$ cat src/rtl/hawk_rd_pkg.sv
// Shared types, AXI constants and geometry helpers for the HAWK page-read path.
package hawk_rd_pkg;

    localparam int HACD_AXI4_ADDR_WIDTH = 32;
    localparam int HACD_AXI4_DATA_WIDTH = 512;
    localparam int HACD_AXI4_ID_WIDTH   = 4;
    localparam int HACD_AXI4_USER_WIDTH = 1;

    localparam logic [1:0] AXI_BURST_INCR = 2'b01;
    localparam logic [1:0] AXI_RESP_OKAY  = 2'b00;

    typedef enum logic [1:0] {IDLE, ISSUE, WAIT_R, DONE} rd_state_t;

    function automatic int calc_beats_per_page(input int page_bytes, input int data_width);
        return page_bytes / (data_width / 8);
    endfunction

    function automatic int calc_num_bursts(input int page_bytes, input int data_width,
                                           input int burst_beats);
        return calc_beats_per_page(page_bytes, data_width) / burst_beats;
    endfunction

    function automatic int calc_burst_bytes(input int data_width, input int burst_beats);
        return burst_beats * (data_width / 8);
    endfunction

endpackage

$ cat src/rtl/hawk_page_rd_req.sv
// Splits one page-aligned read command into fixed INCR bursts on AR and tracks
// the returning R beats to report page completion and sticky errors.
module hawk_page_rd_req
    import hawk_rd_pkg::*;
#(
    parameter int ADDR_WIDTH  = HACD_AXI4_ADDR_WIDTH,
    parameter int DATA_WIDTH  = HACD_AXI4_DATA_WIDTH,
    parameter int ID_WIDTH    = HACD_AXI4_ID_WIDTH,
    parameter logic [ID_WIDTH-1:0] RD_ID = '0,
    parameter int PAGE_BYTES  = 4096,
    parameter int BURST_BEATS = 16
) (
    input  logic                            clk,
    input  logic                            rst_n,
    input  logic                            req_valid,
    output logic                            req_ready,
    input  logic [ADDR_WIDTH-1:0]           req_addr,
    output logic                            busy,
    output logic                            done_valid,
    output logic                            done_err,
    output logic [ID_WIDTH-1:0]             m_axi_arid,
    output logic [ADDR_WIDTH-1:0]           m_axi_araddr,
    output logic [7:0]                      m_axi_arlen,
    output logic [2:0]                      m_axi_arsize,
    output logic [1:0]                      m_axi_arburst,
    output logic                            m_axi_arlock,
    output logic [3:0]                      m_axi_arcache,
    output logic [2:0]                      m_axi_arprot,
    output logic [3:0]                      m_axi_arqos,
    output logic [3:0]                      m_axi_arregion,
    output logic [HACD_AXI4_USER_WIDTH-1:0] m_axi_aruser,
    output logic                            m_axi_arvalid,
    input  logic                            m_axi_arready,
    input  logic                            mon_rvalid,
    input  logic                            mon_rready,
    input  logic                            mon_rlast,
    input  logic [ID_WIDTH-1:0]             mon_rid,
    input  logic [1:0]                      mon_rresp
);

    localparam int BYTES_PER_BEAT = DATA_WIDTH / 8;
    localparam int BEATS_PER_PAGE = calc_beats_per_page(PAGE_BYTES, DATA_WIDTH);
    localparam int NUM_BURSTS     = calc_num_bursts(PAGE_BYTES, DATA_WIDTH, BURST_BEATS);
    localparam int BURST_BYTES    = calc_burst_bytes(DATA_WIDTH, BURST_BEATS);
    localparam int CNT_W          = $clog2(BEATS_PER_PAGE) + 1;
    localparam int BIDX_W         = (NUM_BURSTS > 1) ? $clog2(NUM_BURSTS) : 1;
    localparam int BURST_SHIFT    = $clog2(BURST_BYTES);
    localparam logic [ADDR_WIDTH-1:0] PAGE_MASK = ~ADDR_WIDTH'(PAGE_BYTES - 1);

    if (PAGE_BYTES <= 0 || (PAGE_BYTES & (PAGE_BYTES - 1)) != 0) begin : g_chk_page
        $error("PAGE_BYTES must be a power of 2");
    end
    if (BURST_BEATS <= 0 || BURST_BEATS > 256 || (BURST_BEATS & (BURST_BEATS - 1)) != 0) begin : g_chk_burst
        $error("BURST_BEATS must be a power of 2 no larger than 256");
    end
    if (DATA_WIDTH % 8 != 0 || (BYTES_PER_BEAT & (BYTES_PER_BEAT - 1)) != 0) begin : g_chk_data
        $error("DATA_WIDTH must be a power-of-2 number of bytes");
    end
    if (PAGE_BYTES % BURST_BYTES != 0) begin : g_chk_div
        $error("PAGE_BYTES must be a multiple of BURST_BEATS*BYTES_PER_BEAT");
    end

    rd_state_t               state, state_d;
    logic [ADDR_WIDTH-1:0]   base_q, base_d;
    logic [BIDX_W-1:0]       burst_idx_q, burst_idx_d;
    logic [CNT_W-1:0]        beat_cnt_q, beat_cnt_d;
    logic                    err_q, err_d;

    logic                    req_ready_d, busy_d, done_valid_d, done_err_d, arvalid_d;
    logic [ADDR_WIDTH-1:0]   araddr_d;

    logic                    beat_hs, count_en, slot_last, beat_err, last_burst;

    assign beat_hs    = mon_rvalid & mon_rready & (mon_rid == RD_ID);
    assign count_en   = (state == ISSUE || state == WAIT_R) && beat_hs &&
                        (beat_cnt_q < CNT_W'(BEATS_PER_PAGE));
    assign slot_last  = (beat_cnt_q % CNT_W'(BURST_BEATS)) == CNT_W'(BURST_BEATS - 1);
    assign beat_err   = (mon_rresp != AXI_RESP_OKAY) | (mon_rlast != slot_last);
    assign last_burst = burst_idx_q == BIDX_W'(NUM_BURSTS - 1);

    always_ff @(posedge clk or negedge rst_n) begin
        if (!rst_n) begin
            state          <= IDLE;
            base_q         <= '0;
            burst_idx_q    <= '0;
            beat_cnt_q     <= '0;
            err_q          <= 1'b0;
            req_ready      <= 1'b0;
            busy           <= 1'b0;
            done_valid     <= 1'b0;
            done_err       <= 1'b0;
            m_axi_arvalid  <= 1'b0;
            m_axi_araddr   <= '0;
            m_axi_arid     <= '0;
            m_axi_arlen    <= '0;
            m_axi_arsize   <= '0;
            m_axi_arburst  <= '0;
        end else begin
            state          <= state_d;
            base_q         <= base_d;
            burst_idx_q    <= burst_idx_d;
            beat_cnt_q     <= beat_cnt_d;
            err_q          <= err_d;
            req_ready      <= req_ready_d;
            busy           <= busy_d;
            done_valid     <= done_valid_d;
            done_err       <= done_err_d;
            m_axi_arvalid  <= arvalid_d;
            m_axi_araddr   <= araddr_d;
            m_axi_arid     <= RD_ID;
            m_axi_arlen    <= 8'(BURST_BEATS - 1);
            m_axi_arsize   <= 3'($clog2(BYTES_PER_BEAT));
            m_axi_arburst  <= AXI_BURST_INCR;
        end
    end

    always_comb begin
        state_d     = state;
        base_d      = base_q;
        burst_idx_d = burst_idx_q;
        beat_cnt_d  = beat_cnt_q;
        err_d       = err_q;
        case (state)
            IDLE: begin
                if (req_valid) begin
                    base_d      = req_addr & PAGE_MASK;
                    err_d       = |(req_addr & ~PAGE_MASK);
                    burst_idx_d = '0;
                    beat_cnt_d  = '0;
                    state_d     = ISSUE;
                end
            end
            ISSUE, WAIT_R: begin
                if (count_en) begin
                    beat_cnt_d = beat_cnt_q + 1'b1;
                    if (beat_err) err_d = 1'b1;
                end
                // Last beat coinciding with the last AR handshake skips WAIT_R.
                if (state == ISSUE) begin
                    if (m_axi_arready) begin
                        burst_idx_d = burst_idx_q + 1'b1;
                        if (last_burst)
                            state_d = (beat_cnt_d == CNT_W'(BEATS_PER_PAGE)) ? DONE : WAIT_R;
                    end
                end else if (beat_cnt_d == CNT_W'(BEATS_PER_PAGE)) begin
                    state_d = DONE;
                end
            end
            DONE:    state_d = IDLE;
            default: state_d = IDLE;
        endcase
    end

    // Outputs are decoded from next-state values so every port comes from a flop.
    always_comb begin
        req_ready_d  = (state_d == IDLE);
        busy_d       = (state_d != IDLE);
        done_valid_d = (state_d == DONE);
        done_err_d   = (state_d == DONE) & err_d;
        arvalid_d    = (state_d == ISSUE);
        araddr_d     = m_axi_araddr;
        if (state_d == ISSUE)
            araddr_d = base_d + (ADDR_WIDTH'(burst_idx_d) << BURST_SHIFT);
    end

    assign m_axi_arlock   = 1'b0;
    assign m_axi_arcache  = '0;
    assign m_axi_arprot   = '0;
    assign m_axi_arqos    = '0;
    assign m_axi_arregion = '0;
    assign m_axi_aruser   = '0;

endmodule

$ cat config.mk
export PLATFORM = sky130hd
export DESIGN_NAME = hawk_page_rd_req
export DESIGN_NICKNAME = d
export VERILOG_FILES = /design/src/rtl/hawk_rd_pkg.sv /design/src/rtl/hawk_page_rd_req.sv
export SDC_FILE = /design/constraint.sdc
export NUM_CORES = 1
export LEC_CHECK = 0
export ABC_AREA = 1
export BUFFER_PORTS_ARGS = -buffer_cell sky130_fd_sc_hd__buf_2
export CAP_MARGIN = 20
export CORE_ASPECT_RATIO = 0.8
export CORE_MARGIN = 2
export CORE_UTILIZATION = 57
export CTS_BUF_LIST = sky130_fd_sc_hd__clkbuf_16
export DETAILED_ROUTE_END_ITERATION = 8
export PLACE_DENSITY = 0.89
export SLEW_MARGIN = 30
export SYNTH_ARGS = -nofsm -noshare
export SYNTH_HDL_FRONTEND = slang
export SYNTH_SLANG_ARGS = --single-unit
$ cat constraint.sdc
create_clock -name clk -period 4.6 [get_ports clk]
set_input_delay 0.23 -clock clk [delete_from_list [all_inputs] [get_ports clk]]
set_output_delay 0.23 -clock clk [all_outputs]
set_load 0.02 [all_outputs]
==> impl_metrics.py, run 1 <==
metrics = {
    "power": {
        "p_comb_share_pct": 43.4,
        "power.internal_mw": 1.732,
        "power_leakage_nw": 2.798,
        "p_per_area_mw_per_mm2": 615.7,
        "power_frac_clock_pct": 21.7,
        "sw_frac_of_total_pct": 43.85,
        "peakVddDrop_mv": 0.2769,
        "switching_power_mw": 1.352,
        "seq_power_share_pct": 34.9,
    },
    "worst_setup_path": {
        "slowest_stage": "a21oi_4",
        "max_stage_delay_ps": 730,
        "rr_worst_depth": 15,
        "crit_required_ps": 4820,
        "r2r-end": "m_axi_araddr[14]",
        "cpMostUsedCell": "nand2_1",
        "cp_max_fo": 34,
        "cp_num_buf_inv": 1,
        "worst-r2r-setup-slack_ps": 1230,
        "crit_type": "reg -> reg",
        "path_delay_family": "simple AND/OR/NAND/NOR gates",
        "worst_setup_path_start_kind": "flop",
        "cp.arrival_ps": 3590,
        "cp-end-kind": "flop",
        "worstPathCellList": "inv_1 -> ha_1 -> nand2_2 -> nor2_4 -> nand3_2 -> nand2_1 -> nand2_1 -> nand2_1 -> nor2_2 -> nand3_1 -> nand2_1 -> a21oi_4 -> nand2_4 -> nand2_1 -> nand2_1",
        "timing.rr.start": "state[1]",
    },
    "grt": {
        "grt_overflow": 0,
        "antenna_found_initial": 0,
        "grt_max_degree": 53,
        "grt_pass1_vias": 3378,
        "grt_pass1_wl_um": 15090,
        "grt_use_total_pct": 23.24,
    },
    "detailed_routing": {
        "wl_met3_um": 723,
        "vias_per_cell": 4.935,
        "drt-met1-wl_um": 4165,
        "wl_met2_um": 4366,
        "vias": 3637,
        "drt_wl_total_um": 9347,
        "highest_layer": "met4",
        "route.detailed.drc": 0,
        "antenna_left": 0,
        "detail_route.wl_per_cell_um": 12.68,
        "drt_iter0_markers": 191,
        "first_pass_iters": 5,
    },
    "sta": {
        "min_period_ps": 3374,
        "rsz0062_at_grt": "no",
        "relSlewSlack_pct": 39.38,
        "period_share_pct": 73.34,
        "max_freq_mhz": 296.4,
        "finalSetupViolCount": 0,
        "final.setup.tns_ps": 0,
        "finalMaxSlewViolations": 0,
        "skew_ps": 8.337,
        "tightest_slew_ps": 907.3,
        "report.final.hold_viol_count": 0,
    },
    "layout": {
        "post-route-util_pct": 67.44,
        "final_area_mm2": 0.005009,
        "layout.nets": 680,
        "n_antenna_cell": 0,
        "nFillCells": 617,
        "drive_gt1_share_pct": 20.09,
        "syn_to_final_growth_pct": 14.47,
    },
    "run_status": {
        "status": "completed",
    },
    "run": {
        "drv_cap": 0,
    },
    "placement": {
        "place_area_mm2": 0.004721,
        "place_hpwl_um": 6695,
        "io_buffers": 88,
        "gp_congestion": 0.9240,
    },
    "yosys": {
        "ys_ff_latch": 82,
        "syn_area_mm2": 0.004375,
        "yosysTopAreaCell": "dfrtp_1",
        "synth_area_leaders": "dfrtp_1 47%, nand2_1 14%, buf_4 6.5%",
        "synthCells": 547,
        "synth-main-ff-cell": "dfrtp_1",
        "ys_warn_count": 0,
        "synth.avg_cell_area_um2": 7.999,
        "synthDistinctLibCells": 34,
        "synth-edff-count": 0,
        "yosysTopAreaCellShare_pct": 46.90,
        "ys_seq_area_share_pct": 46.90,
        "synthArstFlopShare_pct": 100.0,
    },
    "floorplanning": {
        "num_io_pins": 116,
        "dieWidth_um": 102.0,
        "dieArea_mm2": 0.008398,
        "coreArea_mm2": 0.007427,
        "start_util_pct": 58.91,
        "rows": 28,
        "die_y_um": 82.37,
    },
    "cts": {
        "clockRootBuffer": "clkbuf_16",
        "cts_buffers": 9,
        "cts_tree": "done",
        "cts_hold_buffers": 1,
        "postCtsSetupRepairBufs": 0,
        "clock_path_buffers": 2,
        "clk_pin_slew_ps": 60,
        "cts.repair.resized": 0,
        "h-tree-depth": 3,
        "clkLatencyLatePin_ps": 340,
        "clock-sinks": 82,
    },
    "worst_hold_path": {
        "min_from": "req_addr[26]",
        "hold_depth": 3,
        "min_path_type": "in -> reg",
        "whs_endpoint": "base_q[26]",
    },
}
-- placed cells by master (no fill, tap or decap), types with 3 or more instances in the layout --
master / synthesis / layout
o22ai_1: 5 / 5
xor2_1: 15 / 15
o21ai_1: 6 / 6
dfrtp_1: 82 / 82
conb_1: 2 / 28
inv_2: 4 / 4
buf_2: 4 / 87
nand2_1: 162 / 162
nor4_1: 4 / 4
nand4_1: 9 / 9
nor3_1: 3 / 3
nand3_1: 47 / 47
nand2_2: 3 / 3
nor2_1: 37 / 37
xnor2_1: 4 / 4
inv_1: 73 / 73
o21ai_0: 15 / 15
ha_1: 7 / 7
or2_2: 3 / 3
nor2_2: 5 / 5
clkbuf_16: 0 / 9
-- through the flow --
stage,worst slack (ps),power [mW],std cells,hold WS [ps]
2_1_floorplan,1837,2.120,573,-65.59
3_3_place_gp,1495,2.342,719,453.8
3_5_place_dp,1339,2.405,720,199.0
4_1_cts,1298,3.091,737,188.3
5_1_grt,903.5,3.317,737,210.7
6_report,1226,3.084,737,194.8
-- final cells by class --
class | instances | area, um2 | area share [%]
tap | 105 | 131.4 | 2.623
timing repair buffer | 90 | 480.5 | 9.593
clock inverter | 7 | 52.55 | 1.049
multi-input combinational | 366 | 1774 | 35.42
clock buffer | 9 | 225.2 | 4.497
sequential | 82 | 2052 | 40.97
inverter | 78 | 292.8 | 5.846
-- tightest hold or removal path, delay by kind of cell --
family                 cells  cell delay, ps
buffers and inverters      1              70
and+or+nand+nor            2             170
-- flip-flops by register name (all words and copies together) (netlist names) --
signal / cells
base_q: 32
state: 2
beat_cnt_q: 7
m_axi_araddr: 32
burst_idx_q: 2
m_axi_arvalid: 1
m_axi_arlen: 1
busy: 1
done_valid: 1
done_err: 1
req_ready: 1
err_q: 1
-- worst max-delay path by stage --
stage | startpoint | to | slack, ps | cells past startpoint
2_1_floorplan | state[0] | m_axi_araddr[29] | 1840 | 19
3_3_place_gp | state[0] | m_axi_araddr[26] | 1490 | 13
3_5_place_dp | state[0] | m_axi_araddr[24] | 1340 | 15
4_1_cts | state[0] | m_axi_araddr[14] | 1300 | 15
5_1_grt | state[0] | m_axi_araddr[24] | 900 | 15
6_report | state[1] | m_axi_araddr[14] | 1230 | 15
-- cells by family (layout without fill, tap and decap cells) --
family                   count (synthesis)  count (layout)  share of synthesized area, %
AO/OA/AOI/OAI                           31              31                         4.032
XOR/XNOR                                19              19                         3.803
adder cells (fa/ha/maj)                  8               8                         2.459
buffers and inverters                  125             184                         14.78
flip-flops                              82              82                         46.90
other                                    2              28                        0.1716
AND/OR/NAND/NOR                        280             280                         27.85
-- per-layer routing --
layer	global-route usage (%)	vias up
li1	-	1792
met1	30.40	1686
met2	38.82	150
met3	6.229	9
met4	6.133	0
met5	0	-
-- power by group through the flow --
stage	logic, mW	registers [mW]	clock network [mW]
2_1_floorplan	0.928	1.19	0
3_3_place_gp	1.27	1.07	0
3_5_place_dp	1.32	1.08	0
4_1_cts	1.34	1.07	0.681
5_1_grt	1.51	1.10	0.713
6_report	1.34	1.07	0.670
-- cells in the mapped netlist, types with 4 or more instances --
master,n
o21ai_1,6
nand2_1,162
inv_2,4
nand3_1,47
nor2_1,37
dfrtp_1,82
buf_6,4
nor4_1,4
buf_2,4
ha_1,7
o22ai_1,5
xor2_1,15
inv_1,73
buf_4,38
nor2_2,5
nand4_1,9
xnor2_1,4
o21ai_0,15
No activity file was read; power rests on OpenSTA's default activity.
==> run 2, diff against run 1 <==
--- a/config.mk
+++ b/config.mk
@@ -10,10 +10,10 @@
 export CAP_MARGIN = 20
 export CORE_ASPECT_RATIO = 0.8
 export CORE_MARGIN = 2
-export CORE_UTILIZATION = 57
+export CORE_UTILIZATION = 53
 export CTS_BUF_LIST = sky130_fd_sc_hd__clkbuf_16
 export DETAILED_ROUTE_END_ITERATION = 8
-export PLACE_DENSITY = 0.89
+export PLACE_DENSITY = 0.84
 export SLEW_MARGIN = 30
 export SYNTH_ARGS = -nofsm -noshare
 export SYNTH_HDL_FRONTEND = slang
==> constraint.sdc (replaced) <==
create_clock -name clk -period 3.2 [get_ports clk]
set_input_delay 0.16 -clock clk [delete_from_list [all_inputs] [get_ports clk]]
set_output_delay 0.16 -clock clk [all_outputs]
set_load 0.02 [all_outputs]
==> run 2 against run 1 <==
Global-route usage down 1.6 points; design area up 0.92%; sequential power is 45% higher; critical path depth fell by 1; clock power rose by 41%; hold slack worse by 54 ps; non-clock buffer count rose by 3; first-iteration DRC count decreased by 4.2%; clock skew grew 0.83 ps; critical path type unchanged; clock-buffer cell count is the same; flip-flop and latch count did not move.
==> impl_metrics.py, run 2 (synthesis gave the netlist of run 1 again) <==
metrics = {
    "sta": {
        "hold-worst-slack_ps": 141.3,
        "period_share_pct": 94.95,
        "finalSetupViolCount": 0,
        "report.final.hold_viol_count": 0,
        "finalMaxSlewViolations": 0,
        "setup_slack_ps": 161.6,
        "max_freq_mhz": 329.1,
        "tightest_slew_ps": 723.0,
        "min_period_ps": 3038,
        "rsz0062_at_grt": "yes",
        "skew_ps": 9.170,
        "relSlewSlack_pct": 51.80,
    },
    "power": {
        "power_leakage_nw": 2.804,
        "peakVddDrop_mv": 0.5573,
        "p_per_area_mw_per_mm2": 886.2,
    },
    "placement": {
        "place_hpwl_um": 6859,
        "io_buffers": 88,
        "pre_cts_slack_ps": -10.69,
        "place_area_mm2": 0.004731,
        "gp_congestion": 0.9157,
    },
    "floorplanning": {
        "coreArea_mm2": 0.007983,
        "start_util_pct": 54.81,
        "dieArea_mm2": 0.009003,
        "die_y_um": 85.27,
        "num_io_pins": 116,
        "rows": 29,
        "dieWidth_um": 105.6,
    },
    "cts": {
        "h-tree-depth": 3,
        "clkLatencyLatePin_ps": 340,
        "cts_buffers": 9,
        "clock-sinks": 82,
        "clock_path_buffers": 2,
        "postCtsSetupRepairBufs": 0,
        "clockRootBuffer": "clkbuf_16",
        "cts_tree": "done",
        "clk_pin_slew_ps": 70,
    },
    "grt": {
        "grt_use_total_pct": 21.67,
        "grt_max_degree": 83,
        "grt_pass1_wl_um": 15570,
        "antenna_found_initial": 0,
        "grt_overflow": 0,
        "grt_pass1_vias": 3503,
    },
    "detailed_routing": {
        "first_pass_iters": 5,
        "vias": 3665,
        "wl_met2_um": 4587,
        "wl_met3_um": 725,
        "detail_route.wl_per_cell_um": 12.62,
        "drt-met1-wl_um": 3932,
        "drt_iter0_markers": 183,
        "vias_per_cell": 4.933,
        "highest_layer": "met4",
        "route.detailed.drc": 0,
        "antenna_left": 0,
        "drt_wl_total_um": 9378,
    },
    "layout": {
        "drive_gt1_share_pct": 21.57,
        "top_regs": "base_q x32, m_axi_araddr x32, beat_cnt_q x7",
        "final_area_mm2": 0.005055,
        "layout_common_cells": "161 x nand2_1, 87 x buf_2, 82 x dfrtp_1",
        "syn_to_final_growth_pct": 15.53,
        "layout.nets": 683,
        "nFillCells": 703,
        "n_antenna_cell": 0,
        "final_common_cell": "nand2_1",
    },
    "worst_setup_path": {
        "cp_max_fo": 7,
        "cp-end-kind": "flop",
        "cp_num_buf_inv": 4,
        "cp.arrival_ps": 3310,
        "critPathLaunch": "state[0]",
        "path_delay_family": "adder cells",
        "slowest_stage": "fa_1",
        "worstPathCellList": "inv_1 -> ha_2 -> inv_1 -> nor3_2 -> o21ai_0 -> inv_1 -> ha_1 -> inv_1 -> fa_1 -> nor3_2 -> nand4_1 -> xnor2_1 -> nand3_1 -> nand2_1",
        "timing.rr.start": "state[0]",
        "crit_required_ps": 3470,
        "max_stage_delay_ps": 450,
        "cpMostUsedCell": "inv_1",
        "crit_type": "reg -> reg",
        "worst_setup_path_start_kind": "flop",
    },
    "worst_hold_path": {
        "min_path_type": "in -> reg",
        "min_from": "req_addr[21]",
    },
    "run_status": {
        "status": "completed",
    },
    "run": {
        "drv_cap": 0,
    },
}
-- run 2: cell type report --
| class | instances | area, um2 | area share [%] |
|---|---|---|---|
| inverters | 78 | 292.8 | 5.792 |
| flip-flops and latches | 82 | 2052 | 40.59 |
| clock buffers | 9 | 225.2 | 4.455 |
| well taps | 108 | 135.1 | 2.673 |
| clock inverters | 7 | 55.05 | 1.089 |
| multi-input cells | 366 | 1808 | 35.77 |
| repair buffers | 93 | 486.7 | 9.629 |
-- run 2: what timing repair did --
action	CTS	global route
setup endpoints to repair	2	12
gates resized for setup	1	8
hold endpoints to repair	82	0
hold buffers	1	0
-- run 2: worst paths after layout --
| path | end | cells after the start | slack [ps] |
|---|---|---|---|
| worst max-delay path | m_axi_araddr[26] | 14 | 160 |
| worst min-delay path | base_q[21] | 3 | 140 |
| worst max register to register | m_axi_araddr[26] | 14 | 160 |
| worst min register to register | m_axi_araddr[13] | 2 | 470 |
| max in group asynchronous | req_ready | 2 | 2270 |
| min in group asynchronous | base_q[22] | 2 | 440 |
-- run 2: report_power, final --
group	internal, mW	leakage, nW	total [mW]	switching (mW)
Combinational	0.608	1.63	1.99	1.38
Clock	0.530	0.132	0.944	0.414
Sequential	1.38	1.04	1.55	0.168
-- run 2: through the flow --
| stage | total power [mW] | TNS, ps | instances | utilization [%] |
|---|---|---|---|---|
| after floorplan | 3.048 | 0 | 573 | - |
| after global placement | 3.416 | 0 | 726 | 59.22 |
| after detailed placement | 3.507 | -10.69 | 726 | 59.26 |
| after CTS | 4.475 | 0 | 743 | 62.96 |
| after global routing | 4.812 | -101.7 | 743 | 63.32 |
| final | 4.480 | 0 | 743 | 63.32 |
-- run 2: per-layer routing --
metal / track usage, % / vias up
met1: 28.02 / 1697
met2: 36.77 / 155
met4: 7.177 / 0
li1: - / 1799
met5: 0 / -
met3: 4.531 / 14
-- run 2: worst reg2reg max path: stages, from the launching register on --
cell and delay, ps:
dfrtp_1 430, inv_1 80, ha_2 410, inv_1 100
nor3_2 230, o21ai_0 110, inv_1 80, ha_1 160
inv_1 60, fa_1 450, nor3_2 290, nand4_1 180
xnor2_1 210, nand3_1 100, nand2_1 80
==> run 3, diff against run 2 <==
--- a/config.mk
+++ b/config.mk
@@ -7,13 +7,13 @@
 export LEC_CHECK = 0
 export ABC_AREA = 1
 export BUFFER_PORTS_ARGS = -buffer_cell sky130_fd_sc_hd__buf_2
-export CAP_MARGIN = 20
+export CAP_MARGIN = 10
 export CORE_ASPECT_RATIO = 0.8
 export CORE_MARGIN = 2
-export CORE_UTILIZATION = 53
-export CTS_BUF_LIST = sky130_fd_sc_hd__clkbuf_16
+export CORE_UTILIZATION = 55
+export CTS_BUF_LIST = sky130_fd_sc_hd__clkbuf_8
 export DETAILED_ROUTE_END_ITERATION = 8
-export PLACE_DENSITY = 0.84
+export PLACE_DENSITY = 0.87
 export SLEW_MARGIN = 30
 export SYNTH_ARGS = -nofsm -noshare
 export SYNTH_HDL_FRONTEND = slang
==> run 3 against run 2 <==
Sequential share of layout area rose by 0.48 points; clock power down 19%; largest power group unchanged; clock skew is 0.72 ps higher; register-to-register slack better by 50 ps; design area decreased by 1.2%.
==> impl_metrics.py, run 3 (synthesis gave the netlist of run 1 again) <==
metrics = {
    "layout": {
        "syn_to_final_growth_pct": 14.18,
        "multiInputGateArea_mm2": 0.001813,
        "drive_gt1_share_pct": 22.14,
        "top_regs": "base_q x32, m_axi_araddr x32, beat_cnt_q x7",
        "final_common_cell": "nand2_1",
        "n_antenna_cell": 0,
        "layout.nets": 685,
        "seq_area_mm2": 0.002052,
        "nFillCells": 667,
        "layout_common_cells": "161 x nand2_1, 87 x buf_2, 82 x dfrtp_1",
    },
    "sta": {
        "report.final.hold_viol_count": 0,
        "hold-worst-slack_ps": 110.6,
        "tightest_slew_ps": 732.1,
        "finalMaxSlewViolations": 0,
        "finalSetupViolCount": 0,
        "relSlewSlack_pct": 51.19,
        "min_period_ps": 2992,
        "max_freq_mhz": 334.3,
        "skew_ps": 9.892,
        "period_share_pct": 93.49,
    },
    "detailed_routing": {
        "vias": 3723,
        "detail_route.wl_per_cell_um": 12.75,
        "route.detailed.drc": 0,
        "drt_wl_total_um": 9499,
        "first_pass_iters": 5,
        "vias_per_cell": 4.997,
        "antenna_left": 0,
        "drt_iter0_markers": 245,
    },
    "cts": {
        "h-tree-depth": 3,
        "cts_buffers": 9,
        "clockRootBuffer": "clkbuf_8",
        "cts_tree": "done",
        "clock_path_buffers": 2,
        "clkLatencyLatePin_ps": 360,
        "clock-sinks": 82,
        "clk_pin_slew_ps": 90,
    },
    "worst_setup_path": {
        "timing.rr.start": "state[0]",
        "critPathLaunch": "state[0]",
        "cp-end-kind": "flop",
        "crit_type": "reg -> reg",
        "r2r-end": "m_axi_araddr[24]",
        "cp_max_fo": 7,
        "worst-r2r-setup-slack_ps": 210,
        "worst_setup_path_start_kind": "flop",
        "rr_worst_depth": 16,
        "cp.arrival_ps": 3240,
        "crit_required_ps": 3450,
    },
    "floorplanning": {
        "start_util_pct": 55.83,
        "dieWidth_um": 103.7,
        "num_io_pins": 116,
        "coreArea_mm2": 0.007838,
        "rows": 29,
        "die_y_um": 83.78,
        "dieArea_mm2": 0.008689,
    },
    "grt": {
        "antenna_found_initial": 0,
        "grt_use_total_pct": 22.62,
        "grt_pass1_vias": 3525,
        "grt_overflow": 0,
        "grt_max_degree": 83,
        "grt_pass1_wl_um": 15830,
    },
    "placement": {
        "io_buffers": 88,
        "gp_congestion": 0.9683,
        "place_hpwl_um": 6804,
    },
    "worst_hold_path": {
        "min_path_type": "in -> reg",
        "whs_endpoint": "base_q[26]",
        "hold_depth": 3,
        "min_from": "req_addr[26]",
    },
    "power": {
        "p_per_area_mw_per_mm2": 865.3,
        "peakVddDrop_mv": 0.5338,
        "power_mw": 4.323,
        "power_leakage_nw": 2.770,
    },
    "run_status": {
        "status": "completed",
    },
    "run": {
        "drv_cap": 0,
    },
}
-- run 3: changes by cell type in the layout (fill, tap and decap cells not counted), moves of 2 or more --
cell | before | now
clkbuf_8 | 0 | 9
clkinv_4 | 3 | 0
clkbuf_16 | 9 | 0
clkinvlp_4 | 2 | 4
buf_4 | 4 | 6
-- run 3: layer usage --
metal	part of all wire (%)	GRT usage, %
met5	0	0
met4	0.79	5.160
met3	7.8	6.245
met2	49	37.81
met1	43	29.73
-- run 3: how the worst max path moves through the flow --
stage	cells after the start	slack, ps	endpoint
CTS	19	10	m_axi_araddr[29]
detailed placement	19	40	m_axi_araddr[29]
global route	16	-10	m_axi_araddr[24]
global placement	19	240	m_axi_araddr[29]
finish	16	210	m_axi_araddr[24]
floorplan	19	440	m_axi_araddr[29]
-- run 3: final cells by class --
class                           instances  share of cell area [%]
Clock inverter                          7                   1.553
Clock buffer                            9                   2.479
Inverter                               78                   5.860
Multi-Input combinational cell        366                   36.29
Timing Repair Buffer                   95                   10.04
Sequential cell                        82                   41.07
Tap cell                              108                   2.705
-- run 3: report_power, final --
part           internal (mW)  total, mW  switching (mW)
Clock                  0.365      0.762           0.396
Combinational          0.625       2.01            1.39
Sequential              1.38       1.55           0.172
-- run 3: critical path: stages, from the launching register on --
cell,delay (ps)
dfrtp_1,430
inv_1,80
ha_2,410
inv_1,100
nor3_2,240
o21ai_0,110
inv_1,80
ha_1,170
inv_1,60
fa_2,380
inv_1,100
nand3_1,150
nor2_2,180
nand4_1,120
xnor2_1,140
nand3_1,80
nand2_1,50
-- run 3: metrics by stage --
stage / utilization, % / cells / setup slack (ps) / setup TNS, ps / instance area, um2
floorplan: - / 573 / 437.2 / 0 / 4473
global placement: 60.31 / 726 / 240.5 / 0 / 4727
detailed placement: 60.36 / 726 / 41.98 / 0 / 4731
CTS: 63.06 / 743 / 12.53 / 0 / 4942
global route: 63.75 / 745 / -11.73 / -11.73 / 4996
finish: 63.75 / 745 / 208.4 / 0 / 4996
-- run 3: what timing repair did --
| action | 4_1_cts | 5_1_grt |
|---|---|---|
| endpoints found under the setup margin | 0 | 11 |
| resized for setup | 0 | 11 |
| buffers inserted | 0 | 2 |
| hold endpoints to repair | 82 | 0 |
| hold buffers | 1 | 0 |
